==> config.mk <==
export PLATFORM = sky130hd
export DESIGN_NAME = alu_issue_stage
export DESIGN_NICKNAME = d
export VERILOG_FILES = /design/src/rtl/alu_issue_pkg.sv /design/src/rtl/alu_issue_fifo.sv /design/src/rtl/alu_issue_stage.sv
export SDC_FILE = /design/constraint.sdc
export NUM_CORES = 1
export LEC_CHECK = 0
export CORE_ASPECT_RATIO = 0.7
export CORE_MARGIN = 4
export CORE_UTILIZATION = 50
export CTS_CLUSTER_DIAMETER = 150
export DETAILED_ROUTE_END_ITERATION = 16
export PLACE_DENSITY_LB_ADDON = 0.1
export SLEW_MARGIN = 20
export SYNTH_ARGS = -nofsm -noshare
export SYNTH_HDL_FRONTEND = slang
export SYNTH_SLANG_ARGS = --single-unit
==> constraint.sdc <==
create_clock -name ALU_ISSUE_clk_xi -period 16.8 [get_ports ALU_ISSUE_clk_xi]
set_input_delay 5.04 -clock ALU_ISSUE_clk_xi [delete_from_list [all_inputs] [get_ports ALU_ISSUE_clk_xi]]
set_output_delay 5.04 -clock ALU_ISSUE_clk_xi [all_outputs]
set_load 0.005 [all_outputs]
==> src/rtl/alu_issue_pkg.sv <==
// ============================================================================
// Module      : alu_issue_pkg
// Description : Shared types for the ALU issue stage: FSM states, opcodes and
//               the FIFO command entry. The entry carries a forwarding bit
//               only when ALU_ISSUE_FWD_EN is defined.
// Revision    : 1.0 - initial release
// ============================================================================
`default_nettype none

package alu_issue_pkg;

    localparam logic [2:0] ALU_OP_AND = 3'b000;
    localparam logic [2:0] ALU_OP_OR  = 3'b001;
    localparam logic [2:0] ALU_OP_XOR = 3'b010;
    localparam logic [2:0] ALU_OP_NOR = 3'b011;
    localparam logic [2:0] ALU_OP_ADD = 3'b100;
    localparam logic [2:0] ALU_OP_SUB = 3'b101;
    localparam logic [2:0] ALU_OP_SLT = 3'b110;
    localparam logic [2:0] ALU_OP_SLL = 3'b111;

    typedef enum logic [1:0] {
        ST_IDLE = 2'd0,
        ST_EXEC = 2'd1,
        ST_HOLD = 2'd2
    } state_t;

    typedef struct packed {
`ifdef ALU_ISSUE_FWD_EN
        logic        fwd;
`endif
        logic [2:0]  op;
        logic [31:0] a;
        logic [31:0] b;
    } cmd_t;

    localparam int CMD_W = $bits(cmd_t);

    // Only the arithmetic ops expose the ALU carry/borrow bit.
    function automatic logic op_has_carry(input logic [2:0] op);
        return (op == ALU_OP_ADD) || (op == ALU_OP_SUB);
    endfunction

endpackage

`default_nettype wire

==> src/rtl/alu_issue_fifo.sv <==
// ============================================================================
// Module      : alu_issue_fifo
// Description : DEPTH x WIDTH synchronous FIFO with full/empty/level flags,
//               asynchronous active-high reset, pointers wrap modulo DEPTH.
// Revision    : 1.0 - initial release
// ============================================================================
`default_nettype none

module alu_issue_fifo #(
    parameter int DEPTH = 4,
    parameter int WIDTH = 8
) (
    input  logic                     i_clk,
    input  logic                     i_rst,
    input  logic                     i_push,
    input  logic [WIDTH-1:0]         i_wdata,
    input  logic                     i_pop,
    output logic [WIDTH-1:0]         o_rdata,
    output logic                     o_full,
    output logic                     o_empty,
    output logic [$clog2(DEPTH):0]   o_level
);

    localparam int AW = $clog2(DEPTH);

    logic [WIDTH-1:0] mem_q [DEPTH];
    logic [AW-1:0]    wr_ptr_q, wr_ptr_d;
    logic [AW-1:0]    rd_ptr_q, rd_ptr_d;
    logic [AW:0]      level_q, level_d;
    logic             do_push;
    logic             do_pop;

    assign o_full  = (level_q == (AW+1)'(DEPTH));
    assign o_empty = (level_q == '0);
    assign o_level = level_q;
    assign o_rdata = mem_q[rd_ptr_q];

    assign do_push = i_push && !o_full;
    assign do_pop  = i_pop && !o_empty;

    always_comb begin
        wr_ptr_d = wr_ptr_q + AW'(do_push);
        rd_ptr_d = rd_ptr_q + AW'(do_pop);
        level_d  = level_q + (AW+1)'(do_push) - (AW+1)'(do_pop);
    end

    always_ff @(posedge i_clk or posedge i_rst) begin
        if (i_rst) begin
            wr_ptr_q <= '0;
            rd_ptr_q <= '0;
            level_q  <= '0;
        end else begin
            wr_ptr_q <= wr_ptr_d;
            rd_ptr_q <= rd_ptr_d;
            level_q  <= level_d;
        end
    end

    // Storage needs no reset: a zero level makes stale entries unreachable.
    always_ff @(posedge i_clk) begin
        if (do_push) begin
            mem_q[wr_ptr_q] <= i_wdata;
        end
    end

endmodule

`default_nettype wire

==> src/rtl/alu_issue_stage.sv <==
// ============================================================================
// Module      : alu_issue_stage
// Description : Command FIFO + registered operand issue + result capture with
//               valid/ready handshake around an external combinational ALU.
//               Define ALU_ISSUE_FWD_EN to enable result forwarding into A.
// Revision    : 1.0 - initial release
// ============================================================================
`default_nettype none

module alu_issue_stage
    import alu_issue_pkg::*;
#(
    parameter int DEPTH = 4
) (
    input  logic                    ALU_ISSUE_clk_xi,
    input  logic                    ALU_ISSUE_rst_xi,
    input  logic                    ALU_ISSUE_cmd_valid_xi,
    output logic                    ALU_ISSUE_cmd_ready_xo,
    input  logic [2:0]              ALU_ISSUE_cmd_op_xi,
    input  logic [31:0]             ALU_ISSUE_cmd_a_xi,
    input  logic [31:0]             ALU_ISSUE_cmd_b_xi,
`ifdef ALU_ISSUE_FWD_EN
    input  logic                    ALU_ISSUE_cmd_fwd_xi,
`endif
    output logic [31:0]             ALU_ISSUE_alu_a_xo,
    output logic [31:0]             ALU_ISSUE_alu_b_xo,
    output logic [2:0]              ALU_ISSUE_alu_op_xo,
    input  logic [31:0]             ALU_ISSUE_alu_f_xi,
    input  logic                    ALU_ISSUE_alu_ovf_xi,
    output logic                    ALU_ISSUE_res_valid_xo,
    input  logic                    ALU_ISSUE_res_ready_xi,
    output logic [31:0]             ALU_ISSUE_res_f_xo,
    output logic                    ALU_ISSUE_res_ovf_xo,
    output logic                    ALU_ISSUE_res_zero_xo,
    output logic [$clog2(DEPTH):0]  ALU_ISSUE_level_xo
);

    state_t      state_q, state_d;
    logic [31:0] alu_a_q, alu_a_d;
    logic [31:0] alu_b_q, alu_b_d;
    logic [2:0]  alu_op_q, alu_op_d;
    logic        res_valid_q, res_valid_d;
    logic [31:0] res_f_q, res_f_d;
    logic        res_ovf_q, res_ovf_d;
    logic        res_zero_q, res_zero_d;

    cmd_t        push_entry;
    cmd_t        pop_entry;
    logic        fifo_full;
    logic        fifo_empty;
    logic        fifo_pop;
    logic        fifo_push;
    logic [31:0] pop_a;

    always_comb begin
        push_entry.op = ALU_ISSUE_cmd_op_xi;
        push_entry.a  = ALU_ISSUE_cmd_a_xi;
        push_entry.b  = ALU_ISSUE_cmd_b_xi;
`ifdef ALU_ISSUE_FWD_EN
        push_entry.fwd = ALU_ISSUE_cmd_fwd_xi;
`endif
    end

    assign fifo_push = ALU_ISSUE_cmd_valid_xi;

    alu_issue_fifo #(
        .DEPTH (DEPTH),
        .WIDTH (CMD_W)
    ) u_fifo (
        .i_clk   (ALU_ISSUE_clk_xi),
        .i_rst   (ALU_ISSUE_rst_xi),
        .i_push  (fifo_push),
        .i_wdata (push_entry),
        .i_pop   (fifo_pop),
        .o_rdata (pop_entry),
        .o_full  (fifo_full),
        .o_empty (fifo_empty),
        .o_level (ALU_ISSUE_level_xo)
    );

    // res_f_q is still the result being consumed when a HOLD pop forwards it.
    always_comb begin
        pop_a = pop_entry.a;
`ifdef ALU_ISSUE_FWD_EN
        if (pop_entry.fwd) begin
            pop_a = res_f_q;
        end
`endif
    end

    always_comb begin
        state_d     = state_q;
        alu_a_d     = alu_a_q;
        alu_b_d     = alu_b_q;
        alu_op_d    = alu_op_q;
        res_valid_d = res_valid_q;
        res_f_d     = res_f_q;
        res_ovf_d   = res_ovf_q;
        res_zero_d  = res_zero_q;
        fifo_pop    = 1'b0;

        case (state_q)
            ST_IDLE: begin
                if (!fifo_empty) begin
                    fifo_pop = 1'b1;
                    alu_a_d  = pop_a;
                    alu_b_d  = pop_entry.b;
                    alu_op_d = pop_entry.op;
                    state_d  = ST_EXEC;
                end
            end
            ST_EXEC: begin
                res_f_d     = ALU_ISSUE_alu_f_xi;
                res_zero_d  = (ALU_ISSUE_alu_f_xi == 32'd0);
                res_ovf_d   = op_has_carry(alu_op_q) && ALU_ISSUE_alu_ovf_xi;
                res_valid_d = 1'b1;
                state_d     = ST_HOLD;
            end
            ST_HOLD: begin
                if (ALU_ISSUE_res_ready_xi) begin
                    res_valid_d = 1'b0;
                    if (!fifo_empty) begin
                        fifo_pop = 1'b1;
                        alu_a_d  = pop_a;
                        alu_b_d  = pop_entry.b;
                        alu_op_d = pop_entry.op;
                        state_d  = ST_EXEC;
                    end else begin
                        state_d  = ST_IDLE;
                    end
                end
            end
            default: state_d = ST_IDLE;
        endcase
    end

    always_ff @(posedge ALU_ISSUE_clk_xi or posedge ALU_ISSUE_rst_xi) begin
        if (ALU_ISSUE_rst_xi) begin
            state_q     <= ST_IDLE;
            alu_a_q     <= '0;
            alu_b_q     <= '0;
            alu_op_q    <= ALU_OP_AND;
            res_valid_q <= 1'b0;
            res_f_q     <= '0;
            res_ovf_q   <= 1'b0;
            res_zero_q  <= 1'b0;
        end else begin
            state_q     <= state_d;
            alu_a_q     <= alu_a_d;
            alu_b_q     <= alu_b_d;
            alu_op_q    <= alu_op_d;
            res_valid_q <= res_valid_d;
            res_f_q     <= res_f_d;
            res_ovf_q   <= res_ovf_d;
            res_zero_q  <= res_zero_d;
        end
    end

    assign ALU_ISSUE_cmd_ready_xo = !fifo_full;
    assign ALU_ISSUE_alu_a_xo     = alu_a_q;
    assign ALU_ISSUE_alu_b_xo     = alu_b_q;
    assign ALU_ISSUE_alu_op_xo    = alu_op_q;
    assign ALU_ISSUE_res_valid_xo = res_valid_q;
    assign ALU_ISSUE_res_f_xo     = res_f_q;
    assign ALU_ISSUE_res_ovf_xo   = res_ovf_q;
    assign ALU_ISSUE_res_zero_xo  = res_zero_q;

endmodule

`default_nettype wire

# --- Yosys cells after proc, flatten, opt, wreduce, memory -nomap -nowiden ---
# Memories as Yosys holds them, arrays and structs flattened.
# Index checks and enable logic that the tools add are counted.
totals:
  mem_bits_rw: 268
  memories: 1
  word_cells: 57
  out_inout_bits: 106
  reg_bits: 111
  inputBits: 104
mem_list:
  columns: ["memory", "depth", "word_bits", "read_ports", "rd_clocked_by_memory_dff", "write_ports", "line_no", "source"]
  rows:
  - ["u_fifo.mem_q", 4, 67, 1, 0, 1, "alu_issue_fifo.sv:26", "logic [WIDTH-1:0] mem_q [DEPTH];"]
classes:
  add_sub_neg: 4
  n_eq_ne: 7
  n_reduce_logical: 14
  mux: 20
op_table:
  columns: ["operator", "n"]
  rows:
  - ["$mux W32", 4]
  - ["$pmux W32 S2", 2]
  - ["$logic_not A32 Y1", 1]
  - ["$eq A3 B3 Y1 const B", 3]
  - ["$mux W1", 6]
  - ["$mux W3", 2]
  - ["$pmux W2 S3", 1]
  - ["$pmux W3 S2", 1]
  - ["$reduce_and A2 Y1", 3]
  - ["$add A2 B1 Y2", 2]
  - ["$mux W2", 2]
  - ["$ne A2 B2 Y1 const B", 2]
  - ["$pmux W1 S2", 2]
  - ["$reduce_bool A2 Y1", 2]
  - ["$add A3 B1 Y3", 1]
  - ["$logic_and A1 B1 Y1", 3]
  - ["$logic_not A3 Y1", 1]
  - ["$sub A3 B1 Y3", 1]
  - ["$eq A2 B1 Y1 const B", 1]
  - ["$eq A2 B2 Y1 const B", 1]
  - ["$logic_not A1 Y1", 2]
  - ["$logic_not A2 Y1", 1]
  - ["$logic_or A1 B1 Y1", 1]

# --- Longest topological paths before layout ---
depth:
  depth_word: 6
  mapped_depth: 8
  mapped_depth_nobuf: 8

# --- Modules after synthesis ---
# From an unflattened synthesis, not the netlist that was laid out.
unflattened:
  cells_unflattened: 626
  hier_area_um2: 14026.0
modules_own_cells:
  columns: ["mod", "cells_each", "seq_area_each_um2", "area_each_um2", "n_inst"]
  rows:
  - ["alu_issue_fifo", 386, 8222.9, 10087.2, 1]
  - ["alu_issue_stage", 240, 2602.5, 3938.8, 1]

# --- Least setup slack after synthesis ---
# No wires, ideal clock.
synth_timing:
  path_type: "input to register"
  start: "input port ALU_ISSUE_cmd_valid_xi"
  end: "memory u_fifo.mem_q[1][0] (netlist name), enable pin"
  setup_slack_ps: 6173
  arrival_ps: 10038
  setup_ps: 588
  required_time_ps: 16212
  n_path_buf: 0
  cell_stages: 2
  cell_sequence: "nand2_1 > nor3b_1"
synth_between:
  elab_chain_len: 3
synth_rtl:
  columns: ["item", "line_no", "source"]
  rows:
  - ["start: declaration", "alu_issue_stage.sv:17", "input logic ALU_ISSUE_cmd_valid_xi,"]
  - ["$logic_and A1 B1 Y1", "alu_issue_fifo.sv:38", "assign do_push = i_push && !o_full;"]
  - ["$mux W1", "alu_issue_fifo.sv:61", "if (do_push) begin"]
  - ["$mux W1 (not written as such)", "alu_issue_fifo.sv:62", "mem_q[wr_ptr_q] <= i_wdata;"]
  - ["end: declaration", "alu_issue_fifo.sv:26", null]
# No other way between the ends.

# --- Worst setup path after layout ---
layout_timing:
  start: "register u_fifo.level_q[1], in the netlist u_fifo.o_level[1]"
  end: "output port ALU_ISSUE_cmd_ready_xo"
layout_between:
  elab_chain_len: 2
layout_rtl:
  columns: ["item", "line_no", "source"]
  rows:
  - ["start: declaration", "alu_issue_fifo.sv:29", "logic [AW:0] level_q, level_d;"]
  - ["start signal: assignment", "alu_issue_fifo.sv:55", "level_q <= level_d;"]
  - ["$eq A3 B3 Y1", "alu_issue_fifo.sv:33", "assign o_full = (level_q == (AW+1)'(DEPTH));"]
  - ["$logic_not A1 Y1", "alu_issue_stage.sv:159", "assign ALU_ISSUE_cmd_ready_xo = !fifo_full;"]
  - ["end: declaration", "alu_issue_stage.sv:18", "output logic ALU_ISSUE_cmd_ready_xo,"]
# No other way between the ends.

==> flow_summary.json <==
{
  "status": "finished, final reports clean",
  "hold_path_end": "ALU_ISSUE_res_valid_xo",
  "async_reset_ff_frac": 0.293,
  "setup_violations": 0,
  "final_nets": 958,
  "p_leak_nw": 6.22,
  "fmax_mhz": 143,
  "synth-main-ff-cell": "edfxtp_1",
  "drc_errors": 0,
  "tightestPinTransition_ps": 1090,
  "hp-class": "flop to flop",
  "worstHoldPathCells": 1,
  "grt.total_usage": 0.184,
  "initial_core_util": 0.516,
  "path_clk_slew_ps": 60,
  "syn_avg_cell_area_um2": 22.6,
  "reg2reg_to": "ALU_ISSUE_alu_b_xo[2]",
  "fin_tns_setup_ps": 0,
  "area_growth_pct": 26.7,
  "pre_cts_ws_ps": 9350,
  "ir_drop_v": 0.000114,
  "clockBufferDepth": 3,
  "dieHeight_um": 148,
  "numCtsBuffers": 37,
  "final_cells": 1246,
  "core-area_um2": 27200,
  "synth_cell_types": 34,
  "mappedNetlistNets": 727,
  "place_hpwl_um": 16600,
  "grt_start_max_net_pins": 69,
  "min_from": "state_q[1]",
  "h-tree-depth": 2,
  "antenna_found_initial": 3,
  "worstPathArrival_ps": 1950,
  "grt_first_pass_wirelength_um": 43800,
  "portBuffers": 209,
  "cts_tree": "done",
  "drv_cap": 0,
  "first_pass_iters": 6,
  "endpoint_kind": "output pin",
  "place_congestion": 0.764,
  "hold_buffers": 0,
  "viasPerCell": 5.40,
  "ys_seq_area_frac": 0.773,
  "fin_ws_ps": 9810,
  "cp.required_ps": 11760,
  "vias": 6728,
  "num_rows": 50,
  "cp_max_fo": 5,
  "wl_per_cell_um": 22.4,
  "netlist_area_um2": 14000,
  "power.density_nw_per_um2": 187,
  "design_area_um2": 17700,
  "clock-sinks": 379,
  "cts_setup_buffers": 0,
  "finalCritPeriodShare": 0.416,
  "ys_ff_latch": 379,
  "place_area_um2": 16400,
  "synth_cells": 620,
  "grt.overflow.total": 0,
  "routed_wl_um": 28000,
  "rsz0062_at_grt": "false",
  "cts_resized": 0,
  "maxSlewHeadroom": 0.271,
  "die_w_um": 208,
  "startpoint_type": "flop",
  "clkLatencyLatePin_ps": 520,
  "die_area_um2": 30800,
  "crit_type": "flop to output pin",
  "cts-root-buf": "clkbuf_16",
  "drive_gt1_frac": 0.273,
  "ant_nets": 0,
  "ff2ff_path_depth": 3,
  "regToRegSetupSlack_ps": 14410,
  "synth_edf_count": 268,
  "finalMaxSlewViolations": 0,
  "hold_violations": 0,
  "first_iter_violations": 283,
  "ios": 210,
  "r2r-start": "u_fifo.rd_ptr_q[0]",
  "yosys_warnings": 0,
  "grt_pass1_vias": 7581,
  "min_period_ps": 6990,
  "dp_cells": 1175,
  "skew_ps": 11.7
}
cell families (layout without fill, tap and decap cells):
group	Yosys count	after routing	synth area share
AND/OR/NAND/NOR	26	26	0.0118
XOR/XNOR	5	5	0.00313
adder cells (fa/ha/maj)	3	3	0.00322
buffers and inverters	34	294	0.0163
multiplexers	166	166	0.190
flip-flops	379	379	0.773
other	0	2	0
AO/OA/AOI/OAI	7	7	0.00286
routing by layer:
layer	track usage	share of wire	wire length [um]	vias to the layer above
met1	0.235	0.42	11700	3567
met2	0.319	0.52	14500	149
met3	0.0437	0.044	1230	49
met5	0	0.0012	34	-
li1	-	-	-	2959
met4	0.0522	0.019	538	4
worst max-delay path: stages, from the launching register on:
cell	delay, ps
dfrtp_1	450
or3b_2	510
clkdlybuf4s50_1	480
metrics by stage:
step                       util  total power, mW  hold slack, ps
after floorplan               -             2.07             431
final                     0.653             3.32             469
after global routing      0.653             3.50             486
after global placement    0.606             2.48             445
after detailed placement  0.606             2.52             458
after CTS                 0.652             3.37             471
how the worst max path moves through the flow:
stage               cells past startpoint                endpoint              startpoint  slack (ps)
floorplan                               2      u_fifo.mem_q[1][0]  ALU_ISSUE_cmd_valid_xi        6170
global placement                        5  ALU_ISSUE_alu_a_xo[29]  ALU_ISSUE_res_ready_xi        9390
detailed placement                      5  ALU_ISSUE_alu_b_xo[16]  ALU_ISSUE_res_ready_xi        9350
CTS                                     2  ALU_ISSUE_cmd_ready_xo       u_fifo.o_level[1]        9770
global route                            2  ALU_ISSUE_cmd_ready_xo       u_fifo.o_level[1]        9730
finish                                  2  ALU_ISSUE_cmd_ready_xo       u_fifo.o_level[1]        9810
placed cells by master (no fill, tap or decap), types with 2 or more instances in the layout:
cell type and instances:
mux2_4 8, mux4_2 67, clkinv_2 5, nand4_1 2
xor2_1 2, o21ai_0 4, clkbuf_1 10, bufinv_16 3
inv_1 5, dfrtp_4 2, o31ai_1 2, diode_2 2
ha_1 2, nor4_1 8, mux2_2 90, clkbuf_16 41
clkbuf_8 4, nor3b_2 2, dfrtp_1 109, xnor2_1 3
clkdlybuf4s50_1 209, buf_4 8, clkinv_1 4, edfxtp_1 268
nand2_1 4, nor2_1 2, inv_4 2
synthesized netlist by cell type (all sizes together), types with 3 or more instances:
library cell / count / area (um2)
edfxtp: 268 / 8050
dfrtp: 111 / 2780
o21ai: 4 / 20.0
xnor2: 3 / 26.3
nand2: 4 / 15.0
buf: 22 / 180
inv: 7 / 28.8
mux4: 67 / 1510
nor4: 8 / 50.1
mux2: 99 / 1140
clkbuf: 5 / 18.8
state kept, by name (all words and copies together), names as in the netlist, 2 cells and up:
register             count
ALU_ISSUE_res_f_xo      32
u_fifo.rd_ptr_q          2
ALU_ISSUE_alu_op_xo      3
ALU_ISSUE_alu_b_xo      32
state_q                  2
u_fifo.o_level           3
u_fifo.wr_ptr_q          2
ALU_ISSUE_alu_a_xo      32
u_fifo.mem_q           268
report_power, final:
part           internal (mW)  switching (mW)
sequential              1.29           0.167
combinational          0.634           0.381
clock                  0.509           0.333
total                   2.44           0.881
cell type report:
cell class                      instances  area [um2]
Antenna cell                            2        5.00
Clock buffer                           55        1120
Clock inverter                         13         139
Fill cell                            1882        9410
Inverter                                7        31.3
Multi-Input combinational cell        207        2970
Sequential cell                       379       10800
Tap cell                              364         455
Timing Repair Buffer                  219        2190
Power figures use the tool's default switching activity.
